$ cat src/rtl/reg_file_sb.sv
// Integer register file with an integrated pending-write scoreboard.
// It has two combinational read ports with write-first bypass and one write port.
// x0 is hardwired to zero. Each register tracks whether an issued producer
// has not yet written back, so decode can detect RAW hazards directly.

// One architectural register: its data word and its pending bit.
module reg_file_sb_ent #(
  parameter int XLEN = 32
) (
  input  logic            clk,
  input  logic            rst_n,
  input  logic            wr_en,
  input  logic [XLEN-1:0] wd,
  input  logic            set_en,
  input  logic            flush,
  output logic [XLEN-1:0] data_q,
  output logic            pend_q,
  output logic            pend_nxt
);
  // Next pending state: flush beats a new issue, and a new issue beats writeback.
  // On a same-cycle issue and writeback, the newer producer stays outstanding.
  always_comb begin
    pend_nxt = pend_q;
    if (flush)       pend_nxt = 1'b0;
    else if (set_en) pend_nxt = 1'b1;
    else if (wr_en)  pend_nxt = 1'b0;
  end

  // Data and pending state. A flush does not stop the data write.
  always_ff @(posedge clk) begin
    if (!rst_n) begin
      data_q <= '0;
      pend_q <= 1'b0;
    end else begin
      if (wr_en) data_q <= wd;
      pend_q <= pend_nxt;
    end
  end
endmodule

module reg_file_sb #(
  parameter  int XLEN  = 32,
  parameter  int NREGS = 32,
  localparam int AW    = $clog2(NREGS)
) (
  input  logic            clk,
  input  logic            rst_n,
  input  logic [AW-1:0]   rs1_addr,
  input  logic [AW-1:0]   rs2_addr,
  output logic [XLEN-1:0] rs1_data,
  output logic [XLEN-1:0] rs2_data,
  input  logic            we,
  input  logic [AW-1:0]   rd_addr,
  input  logic [XLEN-1:0] wd,
  input  logic            issue_valid,
  input  logic [AW-1:0]   issue_rd,
  input  logic            flush,
  output logic            rs1_busy,
  output logic            rs2_busy,
  output logic [AW:0]     pending_cnt,
  output logic            wb_err
);
  logic [NREGS-1:0][XLEN-1:0] rf_q;
  logic [NREGS-1:0]           pend_q;
  logic [NREGS-1:0]           pend_nxt;
  logic [AW:0]                cnt_nxt;

  // x0 has no storage and is never pending.
  assign rf_q[0]     = '0;
  assign pend_q[0]   = 1'b0;
  assign pend_nxt[0] = 1'b0;

  for (genvar g = 1; g < NREGS; g++) begin : g_ent
    reg_file_sb_ent #(.XLEN(XLEN)) u_ent (
      .clk      (clk),
      .rst_n    (rst_n),
      .wr_en    (we && (rd_addr == AW'(g))),
      .wd       (wd),
      .set_en   (issue_valid && (issue_rd == AW'(g))),
      .flush    (flush),
      .data_q   (rf_q[g]),
      .pend_q   (pend_q[g]),
      .pend_nxt (pend_nxt[g])
    );
  end

  // Read ports: x0 reads zero, then a same-cycle writeback is bypassed, then stored data is used.
  always_comb begin
    rs1_data = rf_q[rs1_addr];
    rs2_data = rf_q[rs2_addr];
    if (we && (rd_addr == rs1_addr)) rs1_data = wd;
    if (we && (rd_addr == rs2_addr)) rs2_data = wd;
    if (rs1_addr == '0) rs1_data = '0;
    if (rs2_addr == '0) rs2_data = '0;
  end

  // A writeback in the same cycle satisfies the hazard through the bypass.
  // This uses registered pending bits only, so issue_valid has no combinational path here.
  always_comb begin
    rs1_busy = pend_q[rs1_addr] && !(we && (rd_addr == rs1_addr));
    rs2_busy = pend_q[rs2_addr] && !(we && (rd_addr == rs2_addr));
  end

  // Popcount of the next pending vector. The count register then changes on the same edge as the bits.
  always_comb begin
    cnt_nxt = '0;
    for (int i = 0; i < NREGS; i++) cnt_nxt = cnt_nxt + (AW+1)'(pend_nxt[i]);
  end

  // Pending count, and a sticky flag for writebacks that have no outstanding producer.
  always_ff @(posedge clk) begin
    if (!rst_n) begin
      pending_cnt <= '0;
      wb_err      <= 1'b0;
    end else begin
      pending_cnt <= cnt_nxt;
      if (we && (rd_addr != '0) && !pend_q[rd_addr] && !flush) wb_err <= 1'b1;
    end
  end
endmodule
$ cat config.mk
export PLATFORM = sky130hd
export DESIGN_NAME = reg_file_sb
export DESIGN_NICKNAME = d
export VERILOG_FILES = /design/src/rtl/reg_file_sb.sv
export SDC_FILE = /design/constraint.sdc
export NUM_CORES = 2
export LEC_CHECK = 0
export BUFFER_PORTS_ARGS = -buffer_cell sky130_fd_sc_hd__buf_2
export CAP_MARGIN = 40
export CORE_ASPECT_RATIO = 0.7
export CORE_UTILIZATION = 55
export DETAILED_ROUTE_END_ITERATION = 10
export PLACE_DENSITY = 0.72
export SETUP_SLACK_MARGIN = 0.15
export SYNTH_ARGS = -nofsm -noshare
export SYNTH_HDL_FRONTEND = slang
export SYNTH_SLANG_ARGS = --single-unit
$ cat constraint.sdc
create_clock -name clk -period 7.4 [get_ports clk]
set_input_delay 0.37 -clock clk [delete_from_list [all_inputs] [get_ports clk]]
set_output_delay 0.37 -clock clk [all_outputs]
set_load 0.005 [all_outputs]
==> parameters.txt <==
Parameter                              Value

Timing
  Relative max-transition margin    0.280
  Minimum clock period after layout    5.89 ns
  Max Clock Skew    about 0.012 ns
  Slew of the pin with the lowest slew margin    1.08 ns
  # setup viols final    0
  Total Negative Setup Slacks    0 ns
  Final cycle utilization of the critical path    0.796
  Number of failing hold endpoints at the final stage    0
  RSZ-0062 raised after global routing    no
  Minimum setup slack in the final design    around 1.5 ns
  Final Slew Violations    0
  Hold_ws    between 0.15 and 0.2 ns
  Max Fclk    approximately 0.17 GHz

Critical path
  Number of cell instances on the worst register-to-register path    19
  Slowest cell delay on critical path    just over 0.7 ns
  Critical path peak fanout    14
  Slowest library cell on the worst path    nor3_1
  Required time of the critical path    7.99 ns
  Cell-by-cell listing of the critical path    buf_2, buf_4, nor3_1, nand2_2, a22oi_1, nor2_1, fa_1, inv_1, fa_1, fa_1, fa_1, fa_1, inv_1, fa_1, fa_1, inv_1, fa_1, inv_1, a21o_1, a21oi_1, xnor2_1, and2_1
  Data arrival time of the critical path    around 6.5 ns
  Startpoint type of the worst setup path    input pin
  Worst setup EP type    register
  Setup Crit Path Kind    in -> reg
  Library cell appearing most often on the critical path    fa_1

Logic synthesis
  Most common flop cell mapped by yosys    dfxtp_1
  Synthesized-area fraction occupied by adder cells    0.00957
  FFs w/ async S/R, synth    0
  Synth Cell Area    approximately 57000 sq um
  Synthesized instance count    roughly 6400
  Post-Synth Simple-Gate Area    0.165
  Portion of the post-synthesis area used by sequential elements    0.360
  Avg Inst Size Synth    just under 9 sq um
  Dominant cells by area after synthesis    dfxtp_1, nand2_1, mux4_2
  Number of synthesized flops with an enable pin    0
  Flop and latch count out of synthesis    around 1000
  Compound-cell area share of the yosys netlist    0.194
  Net count of the mapped netlist    between 6000 and 7000
  Area share of xor/xnor cells in the synthesized design    0.00183
  Dominant combinational cell family by area after synthesis    multiplexers
  Area leader, netlist    dfxtp_1
  Area fraction of the dominant cell type after synthesis    0.360
  Unique cell type count in the Yosys netlist    between 60 and 70
  Mux cell area share after synthesis    0.212
  Warning count from the yosys run    0

Layout
  Final non-filler cell total    between 7000 and 8000
  Utilization after layout    0.599
  Count of fill cells added during filler insertion    roughly 8600
  Area Overhead vs Synth    7.40%
  Layout cells sized above 1    0.161
  Layout Nets    between 6000 and 7000
  Storage element area    about 21000 sq um
  Final cell area excluding filler cells    just over 60000 sq um
  Area of the multi-input gates    ~34000 sq um

Global route
  GR Layer Usage met1    0.545
  Global-route wire length before repair    approximately 320000 microns
  Largest net degree at the start of global routing    around 240
  Highest-utilization routing layer at the global route stage    met2
  Antenna violations before repair    16
  Residual overflow from global routing    0
  Total routing resource utilization after global routing    0.400
  Met3 routing resource usage after global routing    0.141
  Met2 track utilization from global routing    0.561
  Via count of the first global-routing pass    roughly 48000

Worst hold path
  Kind of path behind the tightest hold check    in -> reg
  Instance count along the most critical hold path    4

Detailed routing
  Routed via count divided by cell count    just under 7
  Total routed wirelength    217000 microns
  Routed wirelength normalized by instance count    28.7 microns
  Antenna violation net count after detailed routing    0
  DRC viols    0
  Detailed-routing iteration count for the pre-antenna-repair pass    6
  Number of vias in the routed layout    50940
  Number of violations reported at the end of detailed-routing iteration 0    7376

CTS
  Clk sink count    about 1000
  Maximum root-to-sink buffer count    3
  PostCTS Resize Cnt    0
  Clock tree from TritonCTS    done
  Buffer type at the clock tree root    clkbuf_16
  Hold bufs inserted after CTS    0
  Clock latency reported for the late side of the worst-skew pair    a little over 0.7 ns
  Clock slew seen by the registers of the worst setup and hold paths    0.07 ns
  CTS H-tree lvls    3
  Clock buffers created by TritonCTS    101
  Number of buffers inserted by post-CTS setup repair    0

Floorplan
  Ports placed on the boundary    130
  Initial Util    0.558
  Die boundary height    roughly 270 microns
  Die outline area    105000 sq um
  Row count    between 90 and 100
  Core area    between 100000 and 150000 sq um
  Width of the die    between 300 and 400 microns

Placed design
  HPWL Detailed    ~120000 microns
  Placed Instances    7363
  Cell area after placement    slightly below 60000 sq um
  Placement Setup Slack    0.886 ns
  Final weighted congestion in routability-driven placement    about 0.94
  Number of port buffers    between 100 and 150

Status
  Outcome    finished clean

Job
  Reported max-cap violation count    0

Pwr
  Worst-case vdd ir drop    between 0.15 and 0.2 mV
  Power Density    200 nW/um^2
  Overall power after layout    around 12 mW
  Leakage dissipation    slightly above 20 nW
-- cell type report --
type | count | share of cell area
clock inverters | 29 | 0.00466
multi-input cells | 4684 | 0.548
clock buffers | 152 | 0.0495
well taps | 1350 | 0.0275
repair buffers | 277 | 0.0336
inverters | 25 | 0.00157
flip-flops and latches | 1030 | 0.335
diodes | 8 | 0.000325
-- final timing paths --
| path | startpoint | endpoint | slack (ns) |
|---|---|---|---|
| max reg2reg | g_ent[24].u_ent.pend_q | pending_cnt[4] | 1.98 |
| min | rd_addr[3] | wb_err | 0.15 |
| min reg2reg | g_ent[1].u_ent.data_q[5] | g_ent[1].u_ent.data_q[5] | 0.46 |
| max | rd_addr[1] | pending_cnt[4] | 1.51 |
-- placed cells by master, fill, tap and decap left out, types with 16 or more instances in the layout --
cell / synthesis / routed
mux2i_1: 275 / 275
nor3_1: 28 / 28
nand2_1: 2136 / 2105
clkbuf_16: 0 / 105
a22o_1: 34 / 34
nor2_1: 99 / 94
a21boi_0: 833 / 833
o21ai_0: 46 / 46
nor2_4: 1 / 18
buf_2: 190 / 126
a211oi_1: 55 / 55
a21oi_1: 50 / 50
fa_1: 23 / 23
o22ai_1: 66 / 65
a22oi_1: 79 / 79
buf_4: 71 / 124
dfxtp_1: 1030 / 1030
or2_2: 19 / 19
mux4_1: 19 / 19
o41ai_1: 21 / 19
inv_1: 24 / 24
nand2_2: 1 / 32
nor2b_1: 41 / 38
a221oi_1: 59 / 59
clkbuf_1: 379 / 23
mux2_2: 143 / 143
mux4_2: 323 / 323
a21boi_1: 159 / 159
a32o_1: 16 / 16
clkbuf_8: 0 / 24
clkinv_2: 0 / 18
-- synth_stat cells, drive strengths merged (2+ instances only) --
| cell type | n |
|---|---|
| nor4 | 7 |
| or2b | 2 |
| nor2b | 41 |
| a2111oi | 11 |
| a311oi | 2 |
| a22o | 34 |
| o2111ai | 14 |
| o21ai | 47 |
| o41ai | 21 |
| a32o | 16 |
| or2 | 19 |
| o221ai | 12 |
| a211oi | 55 |
| clkbuf | 384 |
| nor3 | 36 |
| a21o | 2 |
| and2 | 8 |
| a41oi | 4 |
| mux2i | 275 |
| a22oi | 79 |
| a21boi | 992 |
| o22ai | 66 |
| buf | 293 |
| o211ai | 14 |
| mux2 | 143 |
| xnor2 | 12 |
| ha | 7 |
| nor3b | 5 |
| mux4 | 342 |
| fa | 23 |
| nand4 | 3 |
| a221o | 6 |
| nand2b | 10 |
| dfxtp | 1030 |
| a21oi | 50 |
| inv | 25 |
| nand3 | 8 |
| a221oi | 59 |
| nand2 | 2137 |
| nor2 | 113 |
-- sequential cells by signal (all words and copies together) (netlist names) --
register	cells
g_ent.u_ent.data_q	992
g_ent.u_ent.pend_q	31
pending_cnt	6
wb_err	1
-- routing by layer --
layer | part of all wire | vias up
met1 | 0.38 | 24781
met3 | 0.15 | 725
met4 | 0.056 | 8
li1 | - | 21781
met5 | 0.00021 | -
met2 | 0.41 | 3645
-- critical path, delay by kind of cell --
family	cells	cell delay [ns]
simple gates	4	1.07
buf+inv	6	0.76
xor+xnor	1	0.08
fa+ha+maj	8	3.61
compound gates	3	0.55
-- cells by family after synthesis --
group                      after synthesis
adders and majority gates               30
AOI/OAI and AO/OA                     1489
DFF                                   1030
xor gates and xnor gates                12
muxes                                  760
buffers and inverters                  702
and+or+nand+nor                       2393
-- power by group --
group	total [mW]	internal [mW]	switching, mW
Clock	5.34	3.00	2.34
Combinational	1.31	0.428	0.885
Sequential	5.62	5.58	0.0322
Power figures use the tool's default switching activity.
